**src/rtl/fib_gen_pkg.sv**
```systemverilog
// Shared definitions for the Fibonacci-style sequence generator.
// Latency: n/a (types and constants only).
// Backpressure: n/a.
package fib_gen_pkg;

  // Default term width and index width.
  localparam int W_DEF  = 10;
  localparam int NW_DEF = 4;

  // Controller states: IDLE (busy=0) and RUN (busy=1).
  typedef enum logic {
    IDLE = 1'b0,
    RUN  = 1'b1
  } state_t;

endpackage

```
**src/rtl/fib_gen_add.sv**
```systemverilog
// W-bit adder returning the modular sum and the carry out.
// Latency: combinational.
// Backpressure: none.
//   x, y : addends
//   sum  : (x + y) mod 2^W
//   co   : carry out of the W-bit add
module fib_gen_add
  import fib_gen_pkg::*;
#(
  parameter int W = W_DEF
) (
  input  logic [W-1:0] x,
  input  logic [W-1:0] y,
  output logic [W-1:0] sum,
  output logic         co
);

  assign {co, sum} = {1'b0, x} + {1'b0, y};

endmodule

```
**src/rtl/fib_gen.sv**
```systemverilog
// Computes term T(n) of a two-seed additive sequence, modulo 2^W, with overflow flag.
// Latency: done pulses n+1 unpaused RUN cycles after the accepting edge.
// Backpressure: pause freezes all state for a cycle; abort cancels a running job.
//   clk, rst_n        : clock, asynchronous active-low reset
//   start, pause, abort: control (start taken only in IDLE with pause=0)
//   n, seed0, seed1   : job parameters, captured on accept
//   busy, done, f, overflow : status, one-cycle completion pulse, held result
module fib_gen
  import fib_gen_pkg::*;
#(
  parameter int W  = W_DEF,
  parameter int NW = NW_DEF
) (
  input  logic          clk,
  input  logic          rst_n,
  input  logic          start,
  input  logic          pause,
  input  logic          abort,
  input  logic [NW-1:0] n,
  input  logic [W-1:0]  seed0,
  input  logic [W-1:0]  seed1,
  output logic          busy,
  output logic          done,
  output logic [W-1:0]  f,
  output logic          overflow
);

  state_t        state_q, state_d;
  logic [W-1:0]  a_q, a_d;       // current term T(count)
  logic [W-1:0]  b_q, b_d;       // next term T(count+1)
  logic          ca_q, ca_d;     // sticky carry seen forming terms up to a
  logic          cb_q, cb_d;     // sticky carry seen forming terms up to b
  logic [NW-1:0] count_q, count_d;
  logic [NW-1:0] n_q, n_d;
  logic [W-1:0]  f_q, f_d;
  logic          ovf_q, ovf_d;
  logic          done_q, done_d;

  logic [W-1:0]  sum;
  logic          carry;

  fib_gen_add #(.W(W)) u_add (
    .x   (a_q),
    .y   (b_q),
    .sum (sum),
    .co  (carry)
  );

  always_comb begin
    state_d = state_q;
    a_d     = a_q;
    b_d     = b_q;
    ca_d    = ca_q;
    cb_d    = cb_q;
    count_d = count_q;
    n_d     = n_q;
    f_d     = f_q;
    ovf_d   = ovf_q;
    done_d  = 1'b0;

    if (state_q == RUN && abort) begin
      // Abort outranks pause and completion; result registers untouched.
      state_d = IDLE;
    end else if (!pause) begin
      case (state_q)
        IDLE: begin
          if (start) begin
            n_d     = n;
            a_d     = seed0;
            b_d     = seed1;
            ca_d    = 1'b0;
            cb_d    = 1'b0;
            count_d = '0;
            state_d = RUN;
          end
        end
        RUN: begin
          if (count_q == n_q) begin
            // a holds T(n); carries pending only in b belong to a
            // speculative term and are dropped.
            state_d = IDLE;
            done_d  = 1'b1;
            f_d     = a_q;
            ovf_d   = ca_q;
          end else begin
            a_d     = b_q;
            b_d     = sum;
            ca_d    = cb_q;
            cb_d    = cb_q | carry;
            count_d = count_q + 1'b1;
          end
        end
        default: state_d = IDLE;
      endcase
    end
  end

  always_ff @(posedge clk or negedge rst_n) begin
    if (!rst_n) begin
      state_q <= IDLE;
      a_q     <= '0;
      b_q     <= '0;
      ca_q    <= 1'b0;
      cb_q    <= 1'b0;
      count_q <= '0;
      n_q     <= '0;
      f_q     <= '0;
      ovf_q   <= 1'b0;
      done_q  <= 1'b0;
    end else begin
      state_q <= state_d;
      a_q     <= a_d;
      b_q     <= b_d;
      ca_q    <= ca_d;
      cb_q    <= cb_d;
      count_q <= count_d;
      n_q     <= n_d;
      f_q     <= f_d;
      ovf_q   <= ovf_d;
      done_q  <= done_d;
    end
  end

  assign busy     = (state_q == RUN);
  assign done     = done_q;
  assign f        = f_q;
  assign overflow = ovf_q;

endmodule

```
**config.mk**
```make
export PLATFORM = sky130hd
export DESIGN_NAME = fib_gen
export DESIGN_NICKNAME = d
export VERILOG_FILES = /design/src/rtl/fib_gen_pkg.sv /design/src/rtl/fib_gen_add.sv /design/src/rtl/fib_gen.sv
export SDC_FILE = /design/constraint.sdc
export NUM_CORES = 1
export LEC_CHECK = 0
export BUFFER_PORTS_ARGS = -buffer_cell sky130_fd_sc_hd__buf_2
export CAP_MARGIN = 20
export CORE_ASPECT_RATIO = 0.8
export CORE_MARGIN = 4
export CORE_UTILIZATION = 40
export DETAILED_ROUTE_END_ITERATION = 7
export PLACE_DENSITY = 0.69
export SLEW_MARGIN = 40
export SYNTH_ARGS = -nofsm -noshare
export SYNTH_HDL_FRONTEND = slang
export SYNTH_SLANG_ARGS = --single-unit
```
**constraint.sdc**
```tcl
create_clock -name clk -period 6.5 [get_ports clk]
set_input_delay 1.3 -clock clk [delete_from_list [all_inputs] [get_ports clk]]
set_output_delay 1.3 -clock clk [all_outputs]
set_load 0.01 [all_outputs]
```
# After elaboration in Yosys (flattened, before gate mapping)
# Cells that the tools add are included.
[totals] ff_bits=43 inputBits=29 output_inout_bits=13 word_cells=47
[classes] addsub=2 n_eq_ne=4 muxes=23 bitwise=4 n_reduce_logical=4
[op_table] cell="$mux W10" count=4
[op_table] cell="$pmux W10 S2" count=2
[op_table] cell="$reduce_and A4 Y1" count=3
[op_table] cell="$add A10 B10 Y11" count=1
[op_table] cell="$mux W1" count=11
[op_table] cell="$mux W4" count=2
[op_table] cell="$pmux W4 S2" count=1
[op_table] cell="$pmux W1 S2" count=3
[op_table] cell="$add A4 B1 Y4 const B" count=1
[op_table] cell="$eq A4 B4 Y1" count=1
[op_table] cell="$ne A2 B2 Y1 const B" count=2
[op_table] cell="$not A1 Y1" count=3
[op_table] cell="$ne A2 B1 Y1 const B" count=1
[op_table] cell="$logic_and A1 B1 Y1" count=1
[op_table] cell="$or A1 B1 Y1" count=1

# Depth between registers and ports, before layout
[logic_depth] depth_word=5 ltp_mapped=8 ltp_nobuf=7

# Hierarchy
# Synthesis repeated with hierarchy kept, for this count alone.
[unflattened] hier_cells=247 hier_area_um2=2652.5
[modules_own_cells] module="fib_gen" n_inst=1 cells_each=193 area_per_inst_um2=2224.6 seq_area_each_um2=1076.0
[modules_own_cells] module="fib_gen_add" n_inst=1 cells_each=54 area_per_inst_um2=427.9 seq_area_each_um2=0.0

# Worst setup path before layout
# No wires, ideal clock.
[synth_timing] path_type="input to register" start="input port pause" end="register count_q[1]" setup_ns=0.121 arrival_ns=2.256 t_required_ns=6.379 setup_slack_ns=4.123 path_stages=6 n_path_buf=2 path_cell_list="nor3b_4 o41ai_4 and2_1 buf_4 buf_6 a22o_1"
[synth_between] elab_chain_len=2
[synth_rtl] item="start: declaration" line="fib_gen.sv:17" rtl="input logic pause,"
[synth_rtl] item="$not A1 Y1 (no line)"
[synth_rtl] item="$reduce_and A4 Y1 (no line)"
[synth_rtl] item="end signal: assignment" line="fib_gen.sv:116" rtl="count_q <= count_d;"
[synth_rtl] item="end: declaration" line="fib_gen.sv:33" rtl="logic [NW-1:0] count_q, count_d;"
# No other way between the ends.
# A chain may end at the register's enable or synchronous reset.

# Worst setup path after layout
[layout_timing] start="input port pause" end="register b_q[4]"
[layout_between] elab_chain_len=2
[layout_rtl] item="$not A1 Y1 (no line)"
[layout_rtl] item="$reduce_and A4 Y1 (no line)"
[layout_rtl] item="end signal: assignment" line="fib_gen.sv:102" rtl="b_q <= '0;"
[layout_rtl] item="end signal: assignment" line="fib_gen.sv:113" rtl="b_q <= b_d;"
[layout_rtl] item="end: declaration" line="fib_gen.sv:30" rtl="logic [W-1:0] b_q, b_d;"
# No other way between the ends.

==> results.md <==
- Fillcell total: 544
- Crit end category: register
- Reg area: between 1000 and 1500 sq um
- Final slew viol count: 0
- Max_slew headroom: 0.506
- Leading area contributor after synthesis: dfrtp_1
- N_diodes: 0
- Req. time, crit path: 6680 ps
- Vias in the first global route: 1762
- CP Max Fanout: 20
- Root buf cell: clkbuf_8
- Max_cap viols: 0
- GPL Wtd Cong: 0.810
- Setup TNS: 0 ps
- Critical R2R Launch: n_q[3]
- Clk_skew: between 6 and 7 ps
- DR vias: 1773
- Number of synthesis warnings: 0
- LEAKAGE: approximately 1.3 nW
- Syn Area/Cell: approximately 11 sq um
- Die W: 94.0 microns
- Share of post-route cells with drive strength above 1: 0.260
- Worst setup startpoint: pause
- Crit Path Class: input pin to register
- Syn Inst Count: 223
- Detailed Route WL: 5.09 mm
- Power Density: ~440 nW/um^2
- Peak supply drop: around 0.17 mV
- Final period util: 0.434
- Sequential cell area fraction in the yosys report: 0.455
- Fraction of registers with async set/reset: 1.00
- Hold Buf Count CTS: 0
- Total power: around 1.2 mW
- Hold Path Cell Cnt: 2
- Drt drc: 0
- Synth top area cells: dfrtp_1, ha_1, mux2_4
- Fmax: around 350 MHz
- WL/cell: roughly 15 microns
- Core box area: 5590 sq um
- Cell Area, Placed: 2620 sq um
- CTS tree: done
- Die ar.: 7220 sq um
- Reg2reg end: b_q[9]
- Critical Path Source Type: input pin
- Hold Crit Class: register to register
- Global-route wire length before repair: 8.63 mm
- Multi-input gate area: about 1200 sq um
- Top-count cell post-synth: dfrtp_1
- Post-synth EDFFs: 0
- Final hold violations: 0
- Cts bufs inserted: 5
- Syn_nets: 264
- Worst-path clk slew: 80 ps
- CP arrival: 3010 ps
- Status: completed
- Post-CTS resize count: 0
- Setup Buffers After CTS: 0
- Final min period: roughly 2800 ps
- Initial Util: 0.424
- Worst skew pair latency: roughly 300 ps
- Initial DRC Count: 66
- Post-Synthesis Cell Area: 2370 sq um
- Hpwl dp: 3.66 mm
- Initial antenna violation count: 0
- CTS sink cnt: 43
- Finish-stage setup viols: 0
- R2r setup slk: slightly above 4000 ps
- Synth top area share: 0.455
- Reg2reg path depth: 6
- Height of the chip: 76.8 microns
- Num rows: 24
- Antenna viol nets, final: 0
- Number of distinct library cells after synthesis: 50
- Port Buffers: just over 40
- Largest net degree at the start of global routing: 44
- Total GRT Usage: 0.152
- Fin nets: 304
- Design area: 2690 sq um
- RSZ-0062 raised after global routing: false
- Number of I/O pins: 42
- CTS HTree Levels: 2
- GR Overflow Total: 0
- Commonest cells post-synth: dfrtp_1, nor2_1, nand2_1
- DR vias/cell: 5.21
- Clk buf depth: 2
- Slew @ Worst Pin: 740 ps
- Main flop type after synthesis: dfrtp_1
- Worst Setup EP: b_q[4]
- Layout area overhead: 13.8%
- Synthesized flop and latch total: 43
- First-pass iteration count of the detailed router: 4
[flip-flops by register name, summed over array words and instances, names as in the netlist]
name,count
n_q,4
ca_q,1
cb_q,1
f,10
b_q,10
a_q,10
overflow,1
count_q,4
done,1
busy,1
[cells by family (layout without fill, tap and decap cells)]
group	count (synthesis)	count (layout)	synth area share
AOI/OAI and AO/OA	54	54	0.168
muxes	14	14	0.0793
adders and majority gates	12	12	0.0666
DFF	43	43	0.455
and+or+nand+nor	76	76	0.154
buffers and inverters	13	52	0.0365
xor gates and xnor gates	11	11	0.0407
[final cells by class]
cell class	instances	share of cell area
Multi-Input combinational cell	167	0.449
Timing Repair Buffer	44	0.0855
Sequential cell	43	0.400
Clock buffer	6	0.0270
Tap cell	78	0.0362
Inverter	2	0.00279
[cell usage in the layout (no fill, tap or decap), drive strengths merged, types with 2 or more instances in the layout]
cell type	n
buf	44
dfrtp	43
nor2	27
nand2	27
o22ai	11
ha	11
mux2	11
o21ai	10
xor2	8
clkbuf	6
a21oi	5
a211oi	5
a21o	4
nor3	4
a31oi	4
nor3b	4
xnor2	3
nor2b	3
a22o	3
mux2i	3
inv	2
a22oi	2
nand3	2
a221o	2
nor4	2
or2	2
[routing by layer]
metal  vias to the layer above  wire (microns)  part of all wire  GRT usage
met1                       834            2540              0.50      0.220
li1                        887               -                 -          -
met4                         0              61             0.012     0.0390
met5                         -               0                 0          0
met2                        44            2230              0.44      0.225
met3                         8             258             0.051     0.0372
[worst max-delay path: stages]
cell	delay [ps]
buf_2	140
or3b_1	690
and2_1	500
a221o_1	370
[power by group]
group / internal, mW / total, mW / switching [mW]
Combinational: 0.284 / 0.586 / 0.302
Clock: 0.0717 / 0.158 / 0.0867
Sequential: 0.360 / 0.436 / 0.0754
Total: 0.716 / 1.18 / 0.465
[how the worst min path moves through the flow]
stage	startpoint	end	slack (ps)
floorplan	cb_q	cb_q	460
global placement	cb_q	cb_q	470
detailed placement	cb_q	cb_q	480
CTS	cb_q	cb_q	490
global route	overflow	overflow	530
finish	cb_q	cb_q	490
[metrics by stage]
| stage | hold WS, ps | setup slack (ps) | cells | util |
|---|---|---|---|---|
| floorplan | 456 | 4120 | 223 | - |
| global placement | 473 | 3400 | 332 | 0.465 |
| detailed placement | 477 | 3350 | 334 | 0.469 |
| CTS | 494 | 3680 | 340 | 0.482 |
| global route | 531 | 3590 | 340 | 0.482 |
| finish | 494 | 3680 | 340 | 0.482 |
No activity file was read; power rests on OpenSTA's default activity.
